--- src/rtl/ula_sequencer.sv ---
// ula_sequencer: multi-cycle operation controller for the ULA datapath.
// On a start request it captures a, b and the selector. It then either
// runs a one-step op (add, sub, and, or, xor, or an error outcome) or
// iterates WIDTH steps for multiply (shift-add) and divide (restoring
// subtract). It presents a registered result, flags and a one-cycle done
// pulse.
//
// Ports:
//   clk_i      system clock, rising edge
//   rst_ni     synchronous active-low reset
//   start_i    request, acted on at its rising edge
//   a_i, b_i   unsigned operands
//   seletor_i  operation select (000 add .. 110 div, 111 invalid)
//   busy_o     high in EXEC, ITER and DONE
//   done_o     one-cycle pulse; outputs valid from this cycle on
//   result_o   2*WIDTH-bit registered result
//   carry_o    add carry-out / sub borrow, else 0
//   zero_o     result == 0, forced 0 on error
//   error_o    divide-by-zero or invalid selector
module ula_sequencer #(
    parameter int unsigned WIDTH = 4
) (
    input  logic               clk_i,
    input  logic               rst_ni,
    input  logic               start_i,
    input  logic [WIDTH-1:0]   a_i,
    input  logic [WIDTH-1:0]   b_i,
    input  logic [2:0]         seletor_i,
    output logic               busy_o,
    output logic               done_o,
    output logic [2*WIDTH-1:0] result_o,
    output logic               carry_o,
    output logic               zero_o,
    output logic               error_o
);

    localparam int unsigned CntW = (WIDTH > 1) ? $clog2(WIDTH) : 1;
    localparam logic [CntW-1:0] LastCnt = CntW'(WIDTH - 1);

    localparam logic [2:0] OpAdd = 3'b000;
    localparam logic [2:0] OpSub = 3'b001;
    localparam logic [2:0] OpAnd = 3'b010;
    localparam logic [2:0] OpOr  = 3'b011;
    localparam logic [2:0] OpXor = 3'b100;
    localparam logic [2:0] OpMul = 3'b101;
    localparam logic [2:0] OpDiv = 3'b110;

    typedef enum logic [1:0] {StIdle, StExec, StIter, StDone} state_e;

    state_e             state_q;
    logic               start_q;
    logic [WIDTH-1:0]   a_q, b_q;
    logic [2:0]         op_q;
    logic [CntW-1:0]    cnt_q;
    logic [2*WIDTH-1:0] prod_q;
    logic [WIDTH-1:0]   rem_q, quo_q;
    logic               busy_q, done_q, carry_q, zero_q, error_q;
    logic [2*WIDTH-1:0] result_q;

    logic               req;
    logic [WIDTH:0]     sum, diff;
    logic [2*WIDTH-1:0] exec_res;
    logic               exec_carry, exec_err;
    logic [2*WIDTH-1:0] mul_add, prod_d, iter_res;
    logic [CntW-1:0]    bit_idx;
    logic [WIDTH:0]     trial, trial_sub;
    logic               ge;
    logic [WIDTH-1:0]   rem_d, quo_d;

    assign req = start_i & ~start_q;

    // Single-step outcome from the latched operands.
    always_comb begin
        sum        = {1'b0, a_q} + {1'b0, b_q};
        diff       = {1'b0, a_q} - {1'b0, b_q};
        exec_res   = '0;
        exec_carry = 1'b0;
        exec_err   = 1'b0;
        case (op_q)
            OpAdd: begin
                exec_res   = {{WIDTH{1'b0}}, sum[WIDTH-1:0]};
                exec_carry = sum[WIDTH];
            end
            OpSub: begin
                exec_res   = {{WIDTH{1'b0}}, diff[WIDTH-1:0]};
                exec_carry = diff[WIDTH];  // borrow, set when a < b
            end
            OpAnd:   exec_res = {{WIDTH{1'b0}}, a_q & b_q};
            OpOr:    exec_res = {{WIDTH{1'b0}}, a_q | b_q};
            OpXor:   exec_res = {{WIDTH{1'b0}}, a_q ^ b_q};
            OpMul:   exec_res = '0;  // never routed to EXEC
            OpDiv:   exec_err = 1'b1;  // only reaches EXEC with b == 0
            default: exec_err = 1'b1;
        endcase
    end

    // One iteration step: shift-add multiply / restoring divide, MSB first.
    always_comb begin
        mul_add   = b_q[cnt_q] ? ({{WIDTH{1'b0}}, a_q} << cnt_q) : '0;
        prod_d    = prod_q + mul_add;
        bit_idx   = LastCnt - cnt_q;
        trial     = {rem_q, a_q[bit_idx]};
        trial_sub = trial - {1'b0, b_q};
        ge        = (trial >= {1'b0, b_q});
        rem_d     = ge ? trial_sub[WIDTH-1:0] : trial[WIDTH-1:0];
        quo_d     = {quo_q[WIDTH-2:0], ge};
        iter_res  = (op_q == OpMul) ? prod_d : {rem_d, quo_d};
    end

    always_ff @(posedge clk_i) begin
        if (!rst_ni) begin
            state_q  <= StIdle;
            start_q  <= 1'b0;
            a_q      <= '0;
            b_q      <= '0;
            op_q     <= '0;
            cnt_q    <= '0;
            prod_q   <= '0;
            rem_q    <= '0;
            quo_q    <= '0;
            busy_q   <= 1'b0;
            done_q   <= 1'b0;
            result_q <= '0;
            carry_q  <= 1'b0;
            zero_q   <= 1'b0;
            error_q  <= 1'b0;
        end else begin
            start_q <= start_i;
            done_q  <= 1'b0;
            case (state_q)
                StIdle: begin
                    if (req) begin
                        a_q    <= a_i;
                        b_q    <= b_i;
                        op_q   <= seletor_i;
                        cnt_q  <= '0;
                        prod_q <= '0;
                        rem_q  <= '0;
                        quo_q  <= '0;
                        busy_q <= 1'b1;
                        if (seletor_i == OpMul || (seletor_i == OpDiv && b_i != '0)) begin
                            state_q <= StIter;
                        end else begin
                            state_q <= StExec;
                        end
                    end
                end
                StExec: begin
                    result_q <= exec_err ? '0 : exec_res;
                    carry_q  <= exec_err ? 1'b0 : exec_carry;
                    zero_q   <= !exec_err && (exec_res == '0);
                    error_q  <= exec_err;
                    done_q   <= 1'b1;
                    state_q  <= StDone;
                end
                StIter: begin
                    prod_q <= prod_d;
                    rem_q  <= rem_d;
                    quo_q  <= quo_d;
                    cnt_q  <= cnt_q + 1'b1;
                    if (cnt_q == LastCnt) begin
                        result_q <= iter_res;
                        carry_q  <= 1'b0;
                        zero_q   <= (iter_res == '0);
                        error_q  <= 1'b0;
                        done_q   <= 1'b1;
                        state_q  <= StDone;
                    end
                end
                StDone: begin
                    busy_q  <= 1'b0;
                    state_q <= StIdle;
                end
                default: state_q <= StIdle;
            endcase
        end
    end

    assign busy_o   = busy_q;
    assign done_o   = done_q;
    assign result_o = result_q;
    assign carry_o  = carry_q;
    assign zero_o   = zero_q;
    assign error_o  = error_q;

endmodule

--- config.mk ---
export PLATFORM = sky130hd
export DESIGN_NAME = ula_sequencer
export DESIGN_NICKNAME = d
export VERILOG_FILES = /design/src/rtl/ula_sequencer.sv
export SDC_FILE = /design/constraint.sdc
export NUM_CORES = 1
export LEC_CHECK = 0
export ABC_CLOCK_PERIOD_IN_PS = 4800
export BUFFER_PORTS_ARGS = -buffer_cell sky130_fd_sc_hd__clkbuf_2
export CORE_AREA = 2 2 88 90
export DETAILED_ROUTE_END_ITERATION = 12
export DIE_AREA = 0 0 90 92
export HOLD_SLACK_MARGIN = 0.06
export PLACE_DENSITY = 0.65
export SKIP_CTS_REPAIR_TIMING = 1
export SLEW_MARGIN = 20
export SYNTH_ARGS = -nofsm -noshare
export SYNTH_HDL_FRONTEND = slang
export SYNTH_SLANG_ARGS = --single-unit
--- constraint.sdc ---
create_clock -name clk_i -period 4.8 [get_ports clk_i]
set_input_delay 0.96 -clock clk_i [delete_from_list [all_inputs] [get_ports clk_i]]
set_output_delay 0.96 -clock clk_i [all_outputs]
set_load 0.02 [all_outputs]
==> results.sh <==
export IMPL_min_path_cells=2
export IMPL_cp_slowest_stage_delay_ps=620
export IMPL_globalplace_congestion=0.875
export IMPL_syn_cell_area_sq_um=3190
export IMPL_diodes=0
export IMPL_maxCapViolCount=0
export IMPL_min_period_over_period=0.725
export IMPL_antenna_found_initial=0
export IMPL_worst_setup_path_type="reg2reg"
export IMPL_slew_headroom=0.516
export IMPL_yosysWarningCount=0
export IMPL_rows=32
export IMPL_outcome="finished clean"
export IMPL_wl_met1_um=3850
export IMPL_crit_path_frequent_cell="or3_2"
export IMPL_max_freq_mhz=287
export IMPL_finClkSkew_ps=7.79
export IMPL_worstPathMaxFanout=11
export IMPL_fin_cells=515
export IMPL_peakVddDrop_mv=0.305
export IMPL_cts_buffers=5
export IMPL_core_area_sq_um=7450
export IMPL_cpMaxStageDelayCell="dfxtp_1"
export IMPL_dpl_cell_area_sq_um=3350
export IMPL_num_io_pins=27
export IMPL_crit_buf_inv=1
export IMPL_start_kind="flop"
export IMPL_n_fill_cell=792
export IMPL_multi_input_area_sq_um=2110
export IMPL_drive_above_1_share=0.131
export IMPL_finalSetupTns_ps=0
export IMPL_avgRoutedWirePerCell_um=15.6
export IMPL_final_cell_area_sq_um=3460
export IMPL_clockRootBuffer="clkbuf_8"
export IMPL_hold_path_class="reg2reg"
export IMPL_areaGrowthSynthToFinish_pct=8.52
export IMPL_track_usage=0.205
export IMPL_hpwl_um=6090
export IMPL_synthArstFlopShare=0
export IMPL_syn_inst=395
export IMPL_rr_worst_depth=10
export IMPL_register_area_sq_um=881
export IMPL_die_h_um=92
export IMPL_vias_per_cell=5.60
export IMPL_worstSkewPairLatency_ps=310
export IMPL_total_power_mw=1.38
export IMPL_synthDistinctLibCells=58
export IMPL_nets=459
export IMPL_setup_violations=0
export IMPL_powerDensity_nw_per_um2=400
export IMPL_grt_pass1_vias=2804
export IMPL_finalMaxSlewViolations=0
export IMPL_hold_violations=0
export IMPL_timing_hold_ws_ps=461
export IMPL_ys_seq_area_frac=0.276
export IMPL_first_iter_violations=160
export IMPL_p_leak_nw=1.40
export IMPL_tightest_slew_ps=726
export IMPL_crit_arrival_ps=3690
export IMPL_grt_overflow=0
export IMPL_initial_utilization=0.428
export IMPL_end_kind="flop"
export IMPL_synth_nets=442
export IMPL_cp_num_cells=10
export IMPL_syn_avg_cell_area_sq_um=8.07
export IMPL_cts_tree="built"
export IMPL_die_area_sq_um=8280
export IMPL_h_tree_depth=2
export IMPL_die_x_um=90
export IMPL_cts_buffer_depth=2
export IMPL_rsz0062_at_grt="no"
export IMPL_period_minus_slack_ps=3480
export IMPL_wl_um=8050
export IMPL_grt_max_degree=39
export IMPL_ant_nets=0
export IMPL_vias=2885
export IMPL_synth_flop_cell="dfxtp_1"
export IMPL_grt_pass1_wl_um=13700
export IMPL_met3_length_um=361
export IMPL_wl_met2_um=3700
export IMPL_drtPass1Iterations=4
export IMPL_path_cells="inv_1 -> or3_2 -> a21oi_1 -> ha_1 -> a211oi_1 -> nor2_1 -> nand2_1 -> o311ai_0 -> or3_2 -> o41ai_2"
export IMPL_crit_family="simple AND/OR/NAND/NOR gates"
export IMPL_routed_top_layer="met4"
export IMPL_ys_seq_elements=44
export IMPL_portBuffers=26
export IMPL_clkSinkCount=44
export IMPL_worstPathRequired_ps=5020
export IMPL_clkTransAtPathRegs_ps=90
export IMPL_synth_edf_count=0
export IMPL_drc_errors=0
export IMPL_dp_cells=507
Yosys cell counts, types with 3 or more instances:
library cell / n / share of area
or4_1: 4 / 0.0094
nor3_1: 6 / 0.0094
o31ai_1: 5 / 0.012
a211oi_1: 6 / 0.014
dfxtp_1: 44 / 0.28
mux2i_1: 4 / 0.013
buf_6: 5 / 0.018
nand3_1: 6 / 0.0094
inv_1: 24 / 0.028
nor3b_1: 4 / 0.0094
or3_2: 4 / 0.0094
o211a_1: 4 / 0.013
o211ai_1: 3 / 0.0071
o21ai_0: 17 / 0.027
ha_1: 29 / 0.11
nor4_1: 3 / 0.0059
nor2_1: 44 / 0.052
and2_1: 4 / 0.0078
a21oi_1: 38 / 0.060
fa_1: 4 / 0.025
clkbuf_1: 12 / 0.014
nand3b_1: 6 / 0.014
nand2_1: 46 / 0.054
nor2b_1: 4 / 0.0078
a22oi_1: 15 / 0.035
xor2_1: 4 / 0.011
o21a_1: 3 / 0.0071
mux2_2: 5 / 0.018
nand2b_1: 5 / 0.0098
cells in the final DEF (no fill, tap or decap), types with 5 or more instances in the layout:
master / count
a22oi_1: 15
clkbuf_8: 5
o21ai_0: 17
nand3b_1: 6
clkbuf_2: 26
dfxtp_1: 44
inv_1: 24
nor3_1: 6
nand2_1: 46
nand3_1: 6
ha_1: 29
nor2_1: 44
mux2_2: 5
a21oi_1: 38
nand2b_1: 5
a211oi_1: 6
o31ai_1: 5
cell families (layout without fill, tap and decap cells):
group / count (synthesis) / count (layout) / share of synthesized area
fa+ha+maj: 33 / 33 / 0.139
compound gates: 116 / 116 / 0.246
buf+inv: 42 / 60 / 0.0624
flops: 44 / 44 / 0.276
mux: 11 / 11 / 0.0455
simple gates: 143 / 143 / 0.214
xor+xnor: 6 / 6 / 0.0165
worst register-to-register path, delay by kind of cell (launching register included):
family	cells	cell delay (ps)
buffers and inverters	1	160
AOI/OAI and AO/OA	4	1060
and+or+nand+nor	4	1250
adders and majority gates	1	300
DFF	1	620
flip-flops by register name, indices dropped and copies added, names as in the netlist:
register	flops
a_q	4
b_q	4
busy_o	1
carry_o	1
cnt_q	2
done_o	1
error_o	1
op_q	3
prod_q	8
quo_q	3
rem_q	4
result_o	8
start_q	1
state_q	2
zero_o	1
per-layer routing:
layer	up-vias	GRT usage
met5	-	0
met4	0	0.0795
met3	12	0.0345
met2	55	0.333
met1	1367	0.272
li1	1451	-
metrics by stage:
stage / setup WS [ps] / utilization
final: 1320 / 0.465
after global routing: 1060 / 0.465
after CTS: 1340 / 0.465
after detailed placement: 1370 / 0.450
after global placement: 1520 / 0.450
after floorplan: 1810 / -
power breakdown:
part | switching [mW] | leakage, nW | internal [mW]
combinational | 0.376 | 0.984 | 0.234
sequential | 0.0654 | 0.357 | 0.412
clock | 0.141 | 0.0552 | 0.155
cell type report:
| type | count | share of cell area |
|---|---|---|
| Clock buffer | 6 | 0.0210 |
| Inverter | 24 | 0.0260 |
| Tap cell | 102 | 0.0369 |
| Clock inverter | 2 | 0.0101 |
| Sequential cell | 44 | 0.255 |
| Timing Repair Buffer | 28 | 0.0420 |
| Multi-Input combinational cell | 309 | 0.609 |
final timing paths:
path | from | endpoint | slack [ps]
hold / removal | result_o[6] | result_o[6] | 460
hold reg to reg | result_o[6] | result_o[6] | 460
setup reg to reg | cnt_q[0] | zero_o | 1320
setup / recovery | cnt_q[0] | zero_o | 1320
No activity file was read; power rests on OpenSTA's default activity.
